--- src/rtl/period_counter_pkg.sv ---
// period_counter_pkg: shared counter package with FSM encodings and default parameters.
package period_counter_pkg;
  localparam logic [1:0] IDLE  = 2'd0;
  localparam logic [1:0] WAITE = 2'd1;
  localparam logic [1:0] COUNT = 2'd2;
  localparam logic [1:0] DONE  = 2'd3;
  localparam int W_DEF            = 20;
  localparam int CLK_PER_TICK_DEF = 100;
  localparam int TBIT_DEF         = 7;
endpackage

--- src/rtl/period_counter_sync_edge_detect.sv ---
// sync_edge_detect: two-flop synchronizer plus delay flop, one-cycle rising-edge pulse.
module sync_edge_detect (
  input  logic clk,
  input  logic reset,
  input  logic in,
  output logic edge_o
);
  logic [2:0] sh_q, sh_d;
  always_comb sh_d = {sh_q[1:0], in};
  always_ff @(posedge clk) sh_q <= reset ? 3'b000 : sh_d;
  assign edge_o = sh_q[1] & ~sh_q[2];
endmodule

--- src/rtl/period_counter.sv ---
// period_counter: measures si period in ticks of CLK_PER_TICK clk cycles, saturating with overflow flag.
module period_counter
  import period_counter_pkg::*;
#(
  parameter int W            = W_DEF,
  parameter int CLK_PER_TICK = CLK_PER_TICK_DEF,
  parameter int TBIT         = TBIT_DEF
) (
  input  logic         clk,
  input  logic         reset,
  input  logic         start,
  input  logic         si,
  output logic         ready,
  output logic         done_tick,
  output logic [W-1:0] prd,
  output logic         ovf
);
  logic [1:0] state_q, state_d;
  logic [TBIT-1:0] pre_q, pre_d;
  logic [W-1:0] prd_q, prd_d;
  logic ovf_q, ovf_d, edge_det, wrap;
  sync_edge_detect u_sync (.clk(clk), .reset(reset), .in(si), .edge_o(edge_det));
  always_ff @(posedge clk) begin
    if (reset) begin
      state_q <= IDLE;
      pre_q   <= '0;
      prd_q   <= '0;
      ovf_q   <= 1'b0;
    end else begin
      state_q <= state_d;
      pre_q   <= pre_d;
      prd_q   <= prd_d;
      ovf_q   <= ovf_d;
    end
  end
  always_comb
    state_d = (state_q == IDLE)  ? (start    ? WAITE : IDLE)  :
              (state_q == WAITE) ? (edge_det ? COUNT : WAITE) :
              (state_q == COUNT) ? (edge_det ? DONE  : COUNT) : IDLE;
  assign wrap = pre_q == TBIT'(CLK_PER_TICK - 1);
  // The start-edge cycle is the prescaler's first cycle, so ticks land on N = k*CLK_PER_TICK - 1.
  always_comb begin
    pre_d = pre_q;
    prd_d = prd_q;
    ovf_d = ovf_q;
    if (state_q == WAITE && edge_det) begin
      pre_d = TBIT'(1);
      prd_d = '0;
      ovf_d = 1'b0;
    end else if (state_q == COUNT && !edge_det) begin
      pre_d = wrap ? '0 : TBIT'(pre_q + 1'b1);
      if (wrap) begin
        ovf_d = ovf_q | (&prd_q);
        prd_d = (&prd_q) ? prd_q : W'(prd_q + 1'b1);
      end
    end
  end
  always_comb begin
    ready     = (state_q == IDLE) & ~reset;
    done_tick = state_q == DONE;
  end
  assign prd = prd_q;
  assign ovf = ovf_q;
endmodule
--- config.mk ---
export PLATFORM = sky130hd
export DESIGN_NAME = period_counter
export DESIGN_NICKNAME = d
export VERILOG_FILES = /design/src/rtl/period_counter_pkg.sv /design/src/rtl/period_counter_sync_edge_detect.sv /design/src/rtl/period_counter.sv
export SDC_FILE = /design/constraint.sdc
export NUM_CORES = 1
export LEC_CHECK = 0
export CAP_MARGIN = 20
export CORE_MARGIN = 10
export CORE_UTILIZATION = 50
export DETAILED_ROUTE_END_ITERATION = 7
export PLACE_DENSITY_LB_ADDON = 0.3
export REMOVE_ABC_BUFFERS = 1
export SLEW_MARGIN = 0
export SYNTH_ARGS = -nofsm -noshare
export SYNTH_HDL_FRONTEND = slang
export SYNTH_SLANG_ARGS = --single-unit
--- constraint.sdc ---
create_clock -name clk -period 3.8 [get_ports clk]
set_input_delay 1.14 -clock clk [delete_from_list [all_inputs] [get_ports clk]]
set_output_delay 1.14 -clock clk [all_outputs]
set_load 0.02 [all_outputs]
## Word-level counts from Yosys, hierarchy flattened

Index checks and enable logic that the tools add are counted.

- Flip-flop bits (word level): 33
- Bits in latches: 0
- RAM bits: 0
- ROM bits: 0
- Output and inout port bits: 23
- Logic and storage cells: 36
- Memories kept: 0

- Add/sub/neg operators: 2
- $mul: 0
- Div/mod/pow operators: 0
- $lt $le $gt $ge: 0
- Equality and inequality tests: 4
- Shift-type cells: 0
- Mux-type cells: 9
- Bitwise gates (word level): 6
- Reductions and logical operators: 9

Operators by type and width:

| cell | number |
|---|---|
| $add 20x1->20 const B | 1 |
| $reduce_and 20->1 | 1 |
| $mux 2 | 4 |
| $add 7x1->7 const B | 1 |
| $eq 7x7->1 const B | 1 |
| $mux 7 | 1 |
| $eq 2x2->1 const B | 2 |
| $mux 1 | 4 |
| $not 1->1 | 3 |
| $reduce_and 3->1 | 1 |
| $and 1x1->1 | 2 |
| $eq 2x1->1 const B | 1 |
| $logic_and 1x1->1 | 2 |
| $logic_not 2->1 | 1 |
| $reduce_and 2->1 | 1 |
| $reduce_bool 2->1 | 1 |
| $reduce_or 2->1 | 1 |
| $logic_not 1->1 | 1 |
| $or 1x1->1 | 1 |

## Logic depth before layout (Yosys ltp)

Gate-level depths: netlist of run 1.

- Depth in word-level cells: 6
- Gate-level depth with buffers: 7

## Modules after synthesis

A second synthesis of run 1 with hierarchy kept.

- Cell total of the unflattened synthesis: 188
- Area, all modules: 1,635.3 um^2

Modules (own cells, without submodules):

| module | instances | cells each | area each (um^2) | seq. area each (um^2) |
|---|---|---|---|---|
| period_counter | 1 | 181 | 1,547.7 | 600.6 |
| sync_edge_detect | 1 | 7 | 87.6 | 60.1 |

## Worst setup path after synthesis of run 1

No wires, ideal clock.

- Path type: input-to-output
- From: input port reset
- To: output port ready
- Arrival time: 1.595 ns
- Data required time: 2.660 ns
- Slack: 1.065 ns
- Stages: 1
- Buffers on the path: 0
- Path through: nor3_1

- Cells in the longest elaborated chain, start to end: 2

Ends and longest elaborated chain:

| element | line | text |
|---|---|---|
| start: declaration | period_counter.sv:10 | `input logic reset,` |
| $not 1->1 | period_counter.sv:59 | `ready = (state_q == IDLE) & ~reset;` |
| $and 1x1->1 | period_counter.sv:59 |  |
| end: declaration | period_counter.sv:13 | `output logic ready,` |

No other way between the ends.

## Worst setup path after layout of run 1

Ends and elaborated chain as after synthesis.

==> metrics.md, run 1 <==
| Metric | Value |
|---|---|
| Clk pin slew, worst setup/hold paths | 0.10 ns |
| Synthesized-area fraction occupied by adder cells | 0.0145 |
| Slew margin rel. | 0.325 |
| Aggregate routed wire length | 3490 µm |
| Status | completed |
| Cts bufs inserted | 5 |
| Via count | 1,375 |
| DP Cell Count | 248 |
| Area contributors post-synth | dfxtp_1 38%, nor2_1 6.1%, xnor2_1 6.1%, xor2_1 3.5%, a211oi_1 3.5% |
| Ports | 27 |
| Final Hold Fails | 0 |
| R2R Setup Slk | 1.42 ns |
| Starting Density | 0.518 |
| Root buf cell | clkbuf_4 |
| DRT iter0 DRCs | 75 |
| IO buf count | 26 |
| Worst EP arrival | 2.31 ns |
| Global-route wire length before repair | 6090 µm |
| Pleak | 0.656 nW |
| Final ANT Viol Nets | 0 |
| Worst Setup Path Type | primary input to output pin |
| Area grow syn2layout | 18.3% |
| Peak supply drop | 0.000233 V |
| Distinct cells, synth | 49 |
| Largest net degree at the start of global routing | 24 |
| Drt drc | 0 |
| FF+latch count, synth | 33 |
| H-tree depth | 2 |
| Dominant cell type by area after synthesis | dfxtp_1 |
| CTS-repair resized insts | 0 |
| Die Ht | 78.8 µm |
| Crit-path max FO | 2 |
| Pwr Density | 275 nW/µm² |
| Setup TNS | 0 ns |
| Fin util | 0.613 |
| Initial antenna violation count | 0 |
| Num rows | 21 |
| Post-Synth XOR/XNOR Area | 0.0962 |
| Worst hold path class | flop to flop |
| Post-synth EDFFs | 0 |
| Worst hold path depth | 1 |
| RSZ-0062 raised after global routing | no |
| Die width | 78.8 µm |
| Synth Area in Compound Gates | 0.152 |
| Max_cap viols | 0 |
| TritonRoute pass-1 iters | 4 |
| Layout cells sized above 1 | 0.133 |
| FF-to-FF End | prd[7] |
| Tot Pwr | 563 µW |
| Largest family of logic cells by synthesized area | simple AND/OR/NAND/NOR gates |
| Clock tree sinks | 33 |
| CTS Hold Buffers Added | 0 |
| Worst Setup Start Kind | primary input |
| Detailed Place HPWL | 2680 µm |
| GRT Total Usage | 0.116 |
| Post-synthesis sequential area ratio | 0.382 |
| Number of fill cells | 317 |
| RR Startpoint | prd[0] |
| Core Region | 3340 µm² |
| Number of antenna diodes | 0 |
| Ys flop type | dfxtp_1 |
| Vias in the first global route | 1,366 |
| TritonCTS clock tree | built |
| Wire per inst | 13.6 µm |
| Share of the synthesized area in the top cell type | 0.382 |
| Max Clk Rate | 0.289 GHz |
| Vias per cell | 5.37 |
| Clk_skew | 0.0114 ns |
| Setup crit end kind | output pin |
| Clock tree buffer depth | 2 |
| Multiplexer area fraction after synthesis | 0.0116 |
| Final setup viols | 0 |
| Syn Inst Count | 183 |
| GRT overflow | 0 |
| Worst-case reg-to-reg path depth | 6 |
| Slew Viols, Final | 0 |
| Final period util | 0.909 |
| CP Launch Point | reset |
| Synth Cell Area | 1730 µm² |
| Setup Fix Bufs, Post-CTS | 0 |
| Die Area | 6210 µm² |
| GP Congestion | 0.859 |
| End of the worst hold path | u_sync.sh_q[1] |
| Worst slew pin tran | 1.00 ns |
| Min-delay src | u_sync.sh_q[0] |
| Fin nets | 215 |
| Syn avg cell area | 9.45 µm² |
| Ys Warns | 0 |
| Clock latency on the worst-skew pair | 0.34 ns |
| Min cycle time layout | 3.45 ns |
| Fraction of registers with async set or reset after synthesis | 0 |
| WP data required | 2.66 ns |
| Finished Layout Cells | 256 |
| Post-Synth Simple-Gate Area | 0.298 |
[per-stage QoR]
stage / setup WS, ns / hold slack (ns) / instance area (µm²)
2_1_floorplan: 1.06 / 0.414 / 1670
3_3_place_gp: 0.338 / 0.428 / 1990
3_5_place_dp: 0.321 / 0.441 / 1990
4_1_cts: 0.321 / 0.459 / 2050
5_1_grt: 0.251 / 0.470 / 2050
6_report: 0.345 / 0.454 / 2050
[sequential cells by signal, indices dropped and copies added, names as in the netlist]
register and cells:
prd 20, pre_q 7, ovf 1, state_q 2
u_sync.sh_q 3
[per-layer routing]
metal,track usage,up-vias,part of all wire,wire [µm]
met4,0.0430,0,0.015,52
met2,0.194,21,0.49,1690
met1,0.128,646,0.44,1530
met3,0.0507,6,0.061,213
li1,-,702,-,-
met5,0,-,0,0
[layout by cell type (no fill, tap or decap), types with 4 or more instances in the layout]
| master | netlist | final |
|---|---|---|
| dfxtp_1 | 33 | 33 |
| nor2_1 | 28 | 28 |
| clkdlybuf4s50_1 | 0 | 26 |
| nand2_1 | 13 | 13 |
| xnor2_1 | 12 | 12 |
| a211oi_1 | 8 | 8 |
| a21oi_1 | 7 | 7 |
| xor2_1 | 7 | 7 |
| nand4_1 | 6 | 6 |
| nand3_1 | 6 | 6 |
| inv_1 | 5 | 5 |
| clkbuf_4 | 0 | 5 |
| nor2b_1 | 4 | 4 |
[cells in the mapped netlist (all sizes together) (2+ instances only)]
master / n
a2111oi: 4
a211oi: 10
a21oi: 7
a31o: 3
and2: 4
and2b: 2
and3: 3
and4: 4
buf: 4
clkbuf: 3
dfxtp: 33
ha: 2
inv: 5
mux2i: 2
nand2: 13
nand3: 7
nand4: 8
nor2: 28
nor2b: 4
nor3: 2
nor4: 2
o21ai: 2
xnor2: 12
xor2: 7
[cells by family after synthesis]
| logic type | Yosys count |
|---|---|
| buffers and inverters | 13 |
| and+or+nand+nor | 86 |
| muxes | 2 |
| AOI/OAI and AO/OA | 28 |
| DFF | 33 |
| xor gates and xnor gates | 19 |
| adders and majority gates | 2 |
[area by class of cell]
type	instances	area, µm²	area share
multi-input combinational	137	990	0.484
clock inverter	2	10.0	0.00489
sequential	33	661	0.323
tap	46	57.6	0.0281
timing repair buffer	27	268	0.131
inverter	5	18.8	0.00917
clock buffer	6	41.3	0.0202
[how the worst max path moves through the flow]
stage                       end
after floorplan           ready
after CTS                 ready
after global routing      ready
after detailed placement  ready
after global placement    ready
final                     ready
[worst max-delay path, stage by stage]
cell and delay (ns):
clkdlybuf4s50_1 0.42, nor3_1 0.13, clkdlybuf4s50_1 0.63
[where the power goes]
| part | leakage [nW] | internal, mW | switching [mW] | total, mW |
|---|---|---|---|---|
| clock network | 0.0320 | 0.0704 | 0.116 | 0.187 |
| logic | 0.358 | 0.0106 | 0.0130 | 0.0235 |
| registers | 0.267 | 0.349 | 0.00353 | 0.352 |
| total | 0.656 | 0.430 | 0.133 | 0.563 |
Power figures use the tool's default switching activity.
==> run 2: changes to the inputs <==
- CORE_MARGIN: 10 -> 2
==> run 2 against run 1 <==
Global-route usage up 7.1 points. Largest power group unchanged. First-iteration DRC count fell by 33%. Sequential cell count did not move. Clock power about the same. Register-to-register slack lost 0.08 ns. Maximum frequency down 0.10%. Clock skew decreased by 0.0052 ns. Critical path depth unchanged. Via count shrank 0.29%. Count of clock-buffer cells in the layout stayed put. Sequential power hardly changed. Routed wire length shrank 2.5%.
==> metrics.md, run 2 (same netlist as run 1, synthesis figures left out) <==
| Metric | Value |
|---|---|
| Status | completed |
| Core Region | 3340 µm² |
| Clk pin slew, worst setup/hold paths | 0.09 ns |
| Reg power frac | 0.624 |
| Largest net degree at the start of global routing | 24 |
| Worst EP arrival | 2.32 ns |
| WP data required | 2.66 ns |
| Root buf cell | clkbuf_4 |
| H-tree depth | 2 |
| Sw Pwr | 135 µW |
| Setup crit end kind | output pin |
| Drt drc | 0 |
| Clock latency on the worst-skew pair | 0.34 ns |
| GRT overflow | 0 |
| Peak supply drop | 0.000206 V |
| Critical-path cell list | clkdlybuf4s50_1, nor3_1, clkdlybuf4s50_1 |
| Max_cap viols | 0 |
| Min cycle time layout | 3.46 ns |
| Worst setup margin | 0.342 ns |
| Clock network fraction of total power | 0.335 |
| CTS Hold Buffers Added | 0 |
| TritonRoute pass-1 iters | 4 |
| Ports | 27 |
| Die width | 62.8 µm |
| Final setup viols | 0 |
| Aggregate routed wire length | 3400 µm |
| Die Area | 3940 µm² |
| DRT iter0 DRCs | 50 |
| IO buf count | 26 |
| Final ANT Viol Nets | 0 |
| Worst hold path class | flop to flop |
| Final period util | 0.910 |
| Cts bufs inserted | 5 |
| Crit-path max FO | 2 |
| Layout cells sized above 1 | 0.133 |
| Worst Setup Path Type | primary input to output pin |
| Detailed Place HPWL | 2480 µm |
| Max FFs per register | 20 |
| Worst Setup Start Kind | primary input |
| Setup Fix Bufs, Post-CTS | 0 |
| Slowest stage delay, CP | 0.63 ns |
| Slew margin rel. | 0.302 |
| Sw frac | 0.239 |
| Global-route wire length before repair | 5850 µm |
| TritonCTS clock tree | built |
| Slew Viols, Final | 0 |
| Worst slew pin tran | 1.04 ns |
| Area grow syn2layout | 18.3% |
| CTS-repair resized insts | 0 |
| Most common cell after layout, fill and taps aside | dfxtp_1 |
| Vias per cell | 5.36 |
| Clock tree sinks | 33 |
| Starting Density | 0.518 |
| Pwr Density | 276 nW/µm² |
| Pleak | 0.656 nW |
| RSZ-0062 raised after global routing | no |
| Tot Pwr | 565 µW |
| Wire per inst | 13.3 µm |
| GRT Total Usage | 0.187 |
| Most used cell, CP | clkdlybuf4s50_1 |
| Setup TNS | 0 ns |
| Final Hold Fails | 0 |
| Vias in the first global route | 1,304 |
| Max Clk Rate | 0.289 GHz |
| Via count | 1,371 |
| Die Ht | 62.8 µm |
| GP Congestion | 0.800 |
| Most frequent cells in the layout | 33 x dfxtp_1, 28 x nor2_1, 26 x clkdlybuf4s50_1, 13 x nand2_1, 12 x xnor2_1 |
| Clock tree buffer depth | 2 |
| Fin nets | 215 |
| Logic pwr share | 0.042 |
| Initial antenna violation count | 0 |
| Pre-CTS setup slack | 0.335 ns |
| Clk_skew | 0.00624 ns |
| Slowest CP cell | clkdlybuf4s50_1 |
| P_int | 430 µW |
| Num rows | 21 |
| Number of antenna diodes | 0 |
==> run 2: metrics by stage <==
step                std cells  hold WS, ns  utilization  cell area (µm²)
CTS                       256        0.461        0.613             2050
global route              256        0.475        0.613             2050
global placement          248        0.426        0.598             1990
detailed placement        248        0.448        0.598             1990
floorplan                 175        0.414            -             1670
finish                    256        0.458        0.613             2050
==> run 2: cell type report <==
| cell class | count | area (µm²) |
|---|---|---|
| inverter | 5 | 18.8 |
| tap | 46 | 57.6 |
| clock buffer | 6 | 41.3 |
| clock inverter | 2 | 10.0 |
| fill | 303 | 1290 |
| multi-input combinational | 137 | 990 |
| timing repair buffer | 27 | 268 |
| sequential | 33 | 661 |
==> run 2: routing by layer <==
metal  routed length, µm  vias to the layer above  share of wire  global-route usage
met1                1550                      645           0.45               0.218
met2                1670                       22           0.49               0.320
met5                   0                        -              0                   0
met4                  61                        0          0.018              0.0750
met3                 125                        5          0.037              0.0559
li1                    -                      699              -                   -
==> run 2: worst paths after layout <==
kind                                     start              to  slack, ns  depth (start not counted)
worst max-delay path                     reset           ready       0.34                          3
worst min-delay path            u_sync.sh_q[0]  u_sync.sh_q[1]       0.46                          1
worst max register to register          prd[0]          prd[7]       1.34                          6
worst min register to register  u_sync.sh_q[0]  u_sync.sh_q[1]       0.46                          1
==> run 2: worst max-delay path, delay by kind of cell <==
kind | cells | cell delay [ns]
AND/OR/NAND/NOR | 1 | 0.14
buffers and inverters | 2 | 1.04
==> run 2: power by group through the flow <==
stage	registers (mW)	logic, mW	clock network (mW)
final	0.352	0.0235	0.189
after global routing	0.353	0.0262	0.214
after CTS	0.352	0.0236	0.195
after detailed placement	0.360	0.0236	0
after global placement	0.360	0.0229	0
after floorplan	0.359	0.0138	0
==> run 3: changes to the inputs <==
- CORE_MARGIN: 2 -> 10
==> results of run 3 <==
Final layout, timing and power as in run 1 (identical DEF).
